===== src/rtl/hsv_core_alu_xlen.sv =====
// Two-stage pipelined integer ALU with a credit-managed output FIFO.
// Results retire in acceptance order together with their opaque tag.
module hsv_core_alu_xlen #(
    parameter int unsigned XLEN  = 32,
    parameter int unsigned TAG_W = 6,
    parameter int unsigned DEPTH = 4
) (
    input  logic             clk_core,
    input  logic             rst_core,
    input  logic             flush_req,
    output logic             flush_ack,
    input  logic             in_valid,
    output logic             in_ready,
    input  logic [3:0]       in_op,
    input  logic [XLEN-1:0]  in_a,
    input  logic [XLEN-1:0]  in_b,
    input  logic [TAG_W-1:0] in_tag,
    output logic             out_valid,
    input  logic             out_ready,
    output logic [XLEN-1:0]  out_result,
    output logic [TAG_W-1:0] out_tag
);

    localparam int unsigned SHW = $clog2(XLEN);
    localparam int unsigned PW  = $clog2(DEPTH);
    localparam int unsigned CW  = PW + 1;

    if ((XLEN != 32) && (XLEN != 64)) begin : g_bad_xlen
        $error("hsv_core_alu_xlen: XLEN must be 32 or 64");
    end
    if ((DEPTH < 2) || ((DEPTH & (DEPTH - 1)) != 0)) begin : g_bad_depth
        $error("hsv_core_alu_xlen: DEPTH must be a power of 2 and at least 2");
    end

    typedef enum logic [3:0] {
        OpAdd, OpSub, OpSlt, OpSltu, OpAnd, OpOr, OpXor, OpSll,
        OpSrl, OpSra, OpRol, OpRor, OpMin, OpMax, OpMinu, OpMaxu
    } alu_op_e;

    alu_op_e            s1_op_q;
    logic [XLEN-1:0]    s1_a_q, s1_b_q;
    logic [SHW-1:0]     s1_sh_q;
    logic [TAG_W-1:0]   s1_tag_q;
    logic               s1_valid_q;
    logic [XLEN-1:0]    s2_res_q;
    logic [TAG_W-1:0]   s2_tag_q;
    logic               s2_valid_q;

    logic [XLEN-1:0]    fifo_res_q [DEPTH];
    logic [TAG_W-1:0]   fifo_tag_q [DEPTH];
    logic [PW-1:0]      wr_ptr_q, rd_ptr_q;
    logic [CW-1:0]      count_q, count_d;
    logic [CW:0]        occupancy;
    logic               accept, push, pop;

    logic [XLEN-1:0]    alu_res;
    logic               lt_s, lt_u;

    // Credit: every in-flight op already owns a FIFO slot, so the stages never stall.
    assign occupancy = {1'b0, count_q} + (CW+1)'(s1_valid_q) + (CW+1)'(s2_valid_q);
    assign in_ready  = (occupancy < (CW+1)'(DEPTH)) && !flush_req;
    assign accept    = in_valid && in_ready;
    assign push      = s2_valid_q && !flush_req;
    assign pop       = out_valid && out_ready && !flush_req;

    assign out_valid  = (count_q != '0);
    assign out_result = fifo_res_q[rd_ptr_q];
    assign out_tag    = fifo_tag_q[rd_ptr_q];

    always_comb begin
        lt_s    = $signed(s1_a_q) < $signed(s1_b_q);
        lt_u    = s1_a_q < s1_b_q;
        alu_res = '0;
        case (s1_op_q)
            OpAdd:  alu_res = s1_a_q + s1_b_q;
            OpSub:  alu_res = s1_a_q - s1_b_q;
            OpSlt:  alu_res = XLEN'(lt_s);
            OpSltu: alu_res = XLEN'(lt_u);
            OpAnd:  alu_res = s1_a_q & s1_b_q;
            OpOr:   alu_res = s1_a_q | s1_b_q;
            OpXor:  alu_res = s1_a_q ^ s1_b_q;
            OpSll:  alu_res = s1_a_q << s1_sh_q;
            OpSrl:  alu_res = s1_a_q >> s1_sh_q;
            OpSra:  alu_res = $unsigned($signed(s1_a_q) >>> s1_sh_q);
            // A shift by XLEN yields zero, so a zero rotate amount returns the operand.
            OpRol:  alu_res = (s1_a_q << s1_sh_q) | (s1_a_q >> (XLEN - 32'(s1_sh_q)));
            OpRor:  alu_res = (s1_a_q >> s1_sh_q) | (s1_a_q << (XLEN - 32'(s1_sh_q)));
            OpMin:  alu_res = lt_s ? s1_a_q : s1_b_q;
            OpMax:  alu_res = lt_s ? s1_b_q : s1_a_q;
            OpMinu: alu_res = lt_u ? s1_a_q : s1_b_q;
            OpMaxu: alu_res = lt_u ? s1_b_q : s1_a_q;
            default: alu_res = '0;
        endcase
    end

    always_comb begin
        count_d = count_q;
        case ({push, pop})
            2'b10:   count_d = count_q + CW'(1);
            2'b01:   count_d = count_q - CW'(1);
            default: count_d = count_q;
        endcase
    end

    always_ff @(posedge clk_core or negedge rst_core) begin
        if (!rst_core) begin
            s1_valid_q <= 1'b0;
            s2_valid_q <= 1'b0;
            count_q    <= '0;
            wr_ptr_q   <= '0;
            rd_ptr_q   <= '0;
            flush_ack  <= 1'b0;
        end else begin
            flush_ack <= flush_req;
            if (flush_req) begin
                s1_valid_q <= 1'b0;
                s2_valid_q <= 1'b0;
                count_q    <= '0;
                wr_ptr_q   <= '0;
                rd_ptr_q   <= '0;
            end else begin
                s1_valid_q <= accept;
                s2_valid_q <= s1_valid_q;
                count_q    <= count_d;
                if (push) wr_ptr_q <= wr_ptr_q + PW'(1);
                if (pop)  rd_ptr_q <= rd_ptr_q + PW'(1);
            end
        end
    end

    always_ff @(posedge clk_core) begin
        if (accept) begin
            s1_op_q  <= alu_op_e'(in_op);
            s1_a_q   <= in_a;
            s1_b_q   <= in_b;
            s1_sh_q  <= in_b[SHW-1:0];
            s1_tag_q <= in_tag;
        end
        if (s1_valid_q) begin
            s2_res_q <= alu_res;
            s2_tag_q <= s1_tag_q;
        end
        if (push) begin
            fifo_res_q[wr_ptr_q] <= s2_res_q;
            fifo_tag_q[wr_ptr_q] <= s2_tag_q;
        end
    end

endmodule


===== config.mk =====
export PLATFORM = sky130hd
export DESIGN_NAME = hsv_core_alu_xlen
export DESIGN_NICKNAME = d
export VERILOG_FILES = /design/src/rtl/hsv_core_alu_xlen.sv
export SDC_FILE = /design/constraint.sdc
export NUM_CORES = 1
export LEC_CHECK = 0
export CAP_MARGIN = 20
export CORE_ASPECT_RATIO = 0.8
export CORE_MARGIN = 8
export CORE_UTILIZATION = 42
export DETAILED_ROUTE_END_ITERATION = 10
export HOLD_SLACK_MARGIN = 0.08
export PLACE_DENSITY = 0.69
export SYNTH_ARGS = -nofsm -noshare
export SYNTH_HDL_FRONTEND = slang
export SYNTH_SLANG_ARGS = --single-unit

===== constraint.sdc =====
create_clock -name clk_core -period 6.8 [get_ports clk_core]
set_input_delay 1.02 -clock clk_core [delete_from_list [all_inputs] [get_ports clk_core]]
set_output_delay 1.02 -clock clk_core [all_outputs]
set_load 0.02 [all_outputs]

==> impl_metrics.yaml, run 1 <==
setup_path:
  worstPathCellList: "buf_4, inv_1, ha_1, or3b_1, a311oi_1, nor4_1, o211ai_2, nor4bb_1, or3_4, xnor2_1, nor2b_2, buf_4, nand2_1, a41oi_1"
  critPathMaxStageDelay_ns: 0.72
  worstReg2RegEnd: "s2_res_q[7]"
  crit_type: "reg2reg"
  cp.arrival_ns: 5.72
  cpLargestDelayFamily: "simple AND/OR/NAND/NOR gates"
  worst_setup_path_start_kind: "register"
  cp_data_required_time_ns: 7.23
  timing.critical_path.mode_cell: "sky130_fd_sc_hd__buf_4"
  r2r_slack_ns: 1.50
  rr_startpoint: "s1_a_q[12]"
  worstRegToRegCells: 14
  cp-end-kind: "register"
  critPathBufInv: 3
  setup.worst_path.end: "s2_res_q[7]"
  crit_start: "s1_a_q[12]"
  critPathSlowestCell: "sky130_fd_sc_hd__nor2b_2"
  critical_path_depth: 14
  crit_fanout: 18
clocking:
  cts_buffer_depth: 3
  tritoncts: "yes"
  reg_clk_slew_reported_paths_ns: 0.07
  post_cts_resized: 0
  cts.sinks: 274
  htree_levels: 1
  cts-buffers-inserted: 30
  clk_root_buffer_cell: "sky130_fd_sc_hd__clkbuf_16"
  worst_skew_pair.late_latency_ns: 0.60
  holdBufCountCts: 0
  post_cts_setup_bufs: 0
synthesis:
  synth-edff-count: 264
  synth_sequential_area_ratio: 0.354
  synth.avg_cell_area_um2: 10.0
  post_synth_num_cell_types: 85
  synth_top_flop_cell: "sky130_fd_sc_hd__edfxtp_1"
  postSynthRegisterBits: 274
  synth.net_count: 2483
  post_synth_inst_count: 2298
  synth_area_um2: 23100
  synthArstFlopShare: 0.0365
  ys_warn_count: 0
route:
  routed_wirelength_mm: 107
  number_of_nets_with_antenna_violations_after_routing: 0
  routed-via-count: 21736
  routed_vias_inst: 7.06
  dr.first_iter.drc_count: 3586
  detail_route.drc_violations: 0
  drt-pass1-iter-count: 7
  wire_per_inst_um: 34.8
sta:
  maxSlewHeadroom: 0.168
  unrepaired_setup_endpoints_after_global_routing: "no"
  max_freq_mhz: 189
  timing.clock.skew_ns: 0.0240
  report.final.slew_viol_count: 0
  post-route-min-period_ns: 5.30
  final_min_period_over_clock_period: 0.779
  final_hold_viol_count: 0
  tightestPinTransition_ns: 1.22
  finalSetupViolCount: 0
  setup_tns_ns: 0
global_route:
  grt.overflow.total: 0
  grt_pass1_wl_mm: 152
  first_global_vias: 20660
  initial_antenna_violation_count: 9
  grt_max_degree: 88
  grt.total_usage: 0.329
final_layout:
  commonest_cells_after_routing_fill_and_taps_aside: "272 x sky130_fd_sc_hd__nor2_1, 264 x sky130_fd_sc_hd__edfxtp_1, 181 x sky130_fd_sc_hd__nand2_1"
  area.growth.synth_to_final_pct: 13.8
  drive_gt1_frac: 0.158
  nNetsFinal: 2527
  stdcell_count: 3079
  layout.cells.most_common: "sky130_fd_sc_hd__nor2_1"
placement:
  place_inst: 3016
  io_buffer_count: 119
  dp_hpwl_mm: 78.0
  place_congestion: 1.07
die:
  die_x_um: 278
  rows: 77
  core_area_um2: 54800
  io-pin-count: 120
  design.die.area_um2: 62800
  dieHeight_um: 226
  initial_core_util: 0.421
power_and_ir_drop:
  power.density_nw_per_um2: 290
  p_leak_nw: 9.48
  ir_worst_vdd_v: 0.000203
min_path:
  min-delay-start: "s1_tag_q[0]"
  hold_path_class: "reg2reg"
job:
  maxCapViolations: 0
run_status:
  run_status: "completed"
kinds of logic (layout without fill, tap and decap cells):
group	after synthesis	in the layout	share of synthesized area
adder cells (fa/ha/maj)	106	106	0.0584
AND/OR/NAND/NOR	664	664	0.129
AO/OA/AOI/OAI	649	649	0.189
multiplexers	258	258	0.201
XOR/XNOR	35	35	0.0133
buffers and inverters	312	379	0.0545
flip-flops	274	274	0.354
other	0	3	0
registers in the layout (all words and copies together) (netlist names), 3 cells and up:
signal	flops
s1_tag_q	6
s2_tag_q	6
fifo_res_q	128
s1_a_q	32
s2_res_q	32
count_q	3
fifo_tag_q	24
s1_op_q	4
s1_b_q	32
Yosys cell counts, types with 25 or more instances:
cell type,number,area share
sky130_fd_sc_hd__nor2_1,273,0.044
sky130_fd_sc_hd__mux2i_1,76,0.033
sky130_fd_sc_hd__a22oi_1,26,0.0085
sky130_fd_sc_hd__ha_1,103,0.056
sky130_fd_sc_hd__o21ai_0,145,0.031
sky130_fd_sc_hd__edfxtp_1,264,0.34
sky130_fd_sc_hd__nor3_1,54,0.012
sky130_fd_sc_hd__a221oi_1,37,0.014
sky130_fd_sc_hd__o221ai_1,25,0.0095
sky130_fd_sc_hd__buf_2,27,0.0059
sky130_fd_sc_hd__a21oi_1,145,0.031
sky130_fd_sc_hd__clkbuf_1,152,0.025
sky130_fd_sc_hd__nand3_1,38,0.0082
sky130_fd_sc_hd__a31oi_1,26,0.0070
sky130_fd_sc_hd__a211oi_1,31,0.010
sky130_fd_sc_hd__mux4_2,163,0.16
sky130_fd_sc_hd__nand2_1,181,0.029
sky130_fd_sc_hd__inv_1,97,0.016
power by group:
| group | internal (mW) | switching, mW | total (mW) |
|---|---|---|---|
| clock network | 1.06 | 0.718 | 1.78 |
| logic | 1.34 | 2.29 | 3.63 |
| registers | 2.05 | 0.152 | 2.21 |
worst min-delay path by stage:
stage               depth (start not counted)  slack (ns)     endpoint
global route                                0        0.43  s2_tag_q[0]
floorplan                                   0        0.40  s2_tag_q[0]
global placement                            0        0.40  s2_tag_q[3]
finish                                      0        0.42  s2_tag_q[0]
CTS                                         0        0.42  s2_tag_q[0]
detailed placement                          0        0.40  s2_tag_q[0]
layer usage:
layer,track usage,share of wire,wire length [um]
met5,0.00388,0.0010,112
met4,0.117,0.043,4580
met3,0.118,0.13,14300
met2,0.477,0.42,44500
met1,0.451,0.41,43500
stage by stage:
stage,util,hold WS (ns),power [mW],setup slack (ns),cell area (um^2)
after global placement,0.459,0.403,5.70,1.90,25100
after floorplan,-,0.400,4.38,1.86,23100
after global routing,0.479,0.429,7.87,1.36,26300
after detailed placement,0.459,0.405,5.71,1.82,25100
final,0.479,0.420,7.61,1.50,26300
after CTS,0.478,0.419,7.51,1.79,26200
cell type report:
type / count / area [um^2]
inverters: 100 / 375
well taps: 711 / 890
clock buffers: 35 / 791
repair buffers: 224 / 2010
flip-flops and latches: 274 / 8180
fillers: 5001 / 28600
clock inverters: 20 / 269
multi-input cells: 1712 / 13700
diodes: 3 / 7.51
Power figures use the tool's default switching activity.
==> run 2, diff against run 1 <==
- PLACE_DENSITY: 0.69 -> 0.71
- clock period: 6.8 -> 4.73 ns (I/O delays scaled with it)
==> run 2 against run 1 <==
  * Die area is the same
  * Power grew 46%
  * Final cell count grew 2.6%
  * Clock skew grew 0.0047 ns
  * Hold slack gained 0.0033 ns
  * Largest cell class unchanged
  * Global-route usage grew 3.3 points
  * Combinational power grew 56%
  * Highest routed layer unchanged
  * Sequential power grew 44%
  * Count of clock-buffer cells in the layout shrank 2
  * Largest power group unchanged
  * Via count grew 1.9%
  * Fmax grew 16%
  * Worst setup slack lost 1.3 ns
==> impl_metrics.yaml, run 2 (synthesis results as in run 1) <==
route:
  routed_vias_inst: 7.01
  drt-pass1-iter-count: 6
  dr.first_iter.drc_count: 3406
  detail_route.drc_violations: 0
  wire_per_inst_um: 37.1
  routed_wirelength_mm: 117
  number_of_nets_with_antenna_violations_after_routing: 0
  routed-via-count: 22148
setup_path:
  crit_type: "reg2reg"
  worstRegToRegCells: 13
  critPathBufInv: 3
  cp-end-kind: "register"
  critPathSlowestCell: "sky130_fd_sc_hd__mux2i_1"
  cp_data_required_time_ns: 5.07
  worstPathCellList: "buf_4, buf_12, mux2_2, mux2i_1, nand2_1, o21ai_0, a2bb2oi_1, o21ai_0, a311oi_1, nand3_1, buf_4, a221oi_1, nand2b_1"
  cp.arrival_ns: 4.89
  crit_fanout: 83
  worst_setup_path_start_kind: "register"
  critical_path_depth: 13
  cpLargestDelayFamily: "compound AO/OA/AOI/OAI gates"
  critPathMaxStageDelay_ns: 0.57
  r2r_slack_ns: 0.18
die:
  io-pin-count: 120
  core_area_um2: 54800
  rows: 77
  die_x_um: 278
  dieHeight_um: 226
  design.die.area_um2: 62800
  initial_core_util: 0.421
global_route:
  first_global_vias: 20819
  grt.total_usage: 0.362
  initial_antenna_violation_count: 4
  grt_max_degree: 88
  grt_pass1_wl_mm: 163
  grt.overflow.total: 0
sta:
  setup_tns_ns: 0
  maxSlewHeadroom: 0.167
  max_freq_mhz: 220
  unrepaired_setup_endpoints_after_global_routing: "no"
  post-route-min-period_ns: 4.55
  final_min_period_over_clock_period: 0.963
  report.final.slew_viol_count: 0
  final_hold_viol_count: 0
  finalSetupViolCount: 0
  tightestPinTransition_ns: 1.25
  hold-worst-slack_ns: 0.423
  timing.clock.skew_ns: 0.0287
clocking:
  clk_root_buffer_cell: "sky130_fd_sc_hd__clkbuf_16"
  htree_levels: 1
  cts-buffers-inserted: 28
  post_cts_setup_bufs: 0
  cts_buffer_depth: 3
  worst_skew_pair.late_latency_ns: 0.60
  tritoncts: "yes"
  cts.sinks: 274
  reg_clk_slew_reported_paths_ns: 0.07
power_and_ir_drop:
  power.density_nw_per_um2: 413
  pwr-share-clk: 0.204
  power.internal_mw: 6.31
  ir_worst_vdd_v: 0.000317
  pwr-share-comb: 0.509
  seqPwrFrac: 0.287
  power_switching_share: 0.433
  power.net_switching_mw: 4.81
  p_leak_nw: 9.87
job:
  maxCapViolations: 0
final_layout:
  area.growth.synth_to_final_pct: 16.6
  drive_gt1_frac: 0.187
  regMostFlops: "fifo_res_q"
  flip_flop_count_of_the_largest_register_after_layout: 128
  nNetsFinal: 2612
  commonest_cells_after_routing_fill_and_taps_aside: "270 x sky130_fd_sc_hd__nor2_1, 264 x sky130_fd_sc_hd__edfxtp_1, 181 x sky130_fd_sc_hd__nand2_1"
  layout.cells.most_common: "sky130_fd_sc_hd__nor2_1"
placement:
  place_congestion: 1.07
  io_buffer_count: 119
  dp_hpwl_mm: 88.6
min_path:
  hold_path_cell_cnt: 0
  hold_path_class: "reg2reg"
run_status:
  run_status: "completed"
==> run 2: path summary, 6_finish.rpt <==
| kind | start | endpoint |
|---|---|---|
| max reg2reg | s1_b_q[0] | s2_res_q[10] |
| min in group asynchronous | rst_core | count_q[0] |
| max | s1_b_q[0] | s2_res_q[10] |
| max in group asynchronous | rst_core | s1_valid_q |
| min | s1_tag_q[0] | s2_tag_q[0] |
| min reg2reg | s1_tag_q[0] | s2_tag_q[0] |
==> run 2: metrics by stage <==
| step | std cells | setup WS [ns] | cell area, um^2 | util | total power, mW |
|---|---|---|---|---|---|
| 2_1_floorplan | 2298 | 0.000307 | 23100 | - | 6.30 |
| 3_3_place_gp | 3106 | 0.325 | 26000 | 0.473 | 8.65 |
| 3_5_place_dp | 3106 | 0.194 | 26000 | 0.473 | 8.66 |
| 4_1_cts | 3156 | 0.206 | 26900 | 0.490 | 10.9 |
| 5_1_grt | 3158 | 0.101 | 26900 | 0.491 | 11.4 |
| 6_report | 3160 | 0.177 | 26900 | 0.491 | 11.1 |
==> run 2: timing repair <==
item,4_1_cts,5_1_grt
endpoints found under the setup margin,0,3
hold buffers,0,0
gates resized for setup,0,3
==> run 2: power groups by stage <==
| stage | registers (mW) | logic (mW) | clock network (mW) |
|---|---|---|---|
| after floorplan | 3.13 | 3.16 | 0 |
| after global placement | 3.23 | 5.42 | 0 |
| after detailed placement | 3.24 | 5.41 | 0 |
| after CTS | 3.19 | 5.44 | 2.29 |
| after global routing | 3.22 | 5.85 | 2.37 |
| final | 3.19 | 5.65 | 2.27 |
==> run 2: layer usage <==
metal / up-vias / part of all wire / wire length [um] / global-route usage
met2: 1523 / 0.40 / 47200 / 0.510
li1: 9110 / - / - / -
met3: 271 / 0.13 / 14700 / 0.122
met5: - / 0.00028 / 33 / 0
met1: 11238 / 0.42 / 49200 / 0.506
met4: 6 / 0.051 / 5990 / 0.149
==> run 2: area by class of cell <==
cell class / count / area, um^2
diodes: 2 / 5.00
flip-flops and latches: 274 / 8180
clock inverters: 17 / 179
multi-input cells: 1712 / 13700
fillers: 4984 / 27900
repair buffers: 311 / 2810
inverters: 100 / 375
clock buffers: 33 / 729
well taps: 711 / 890
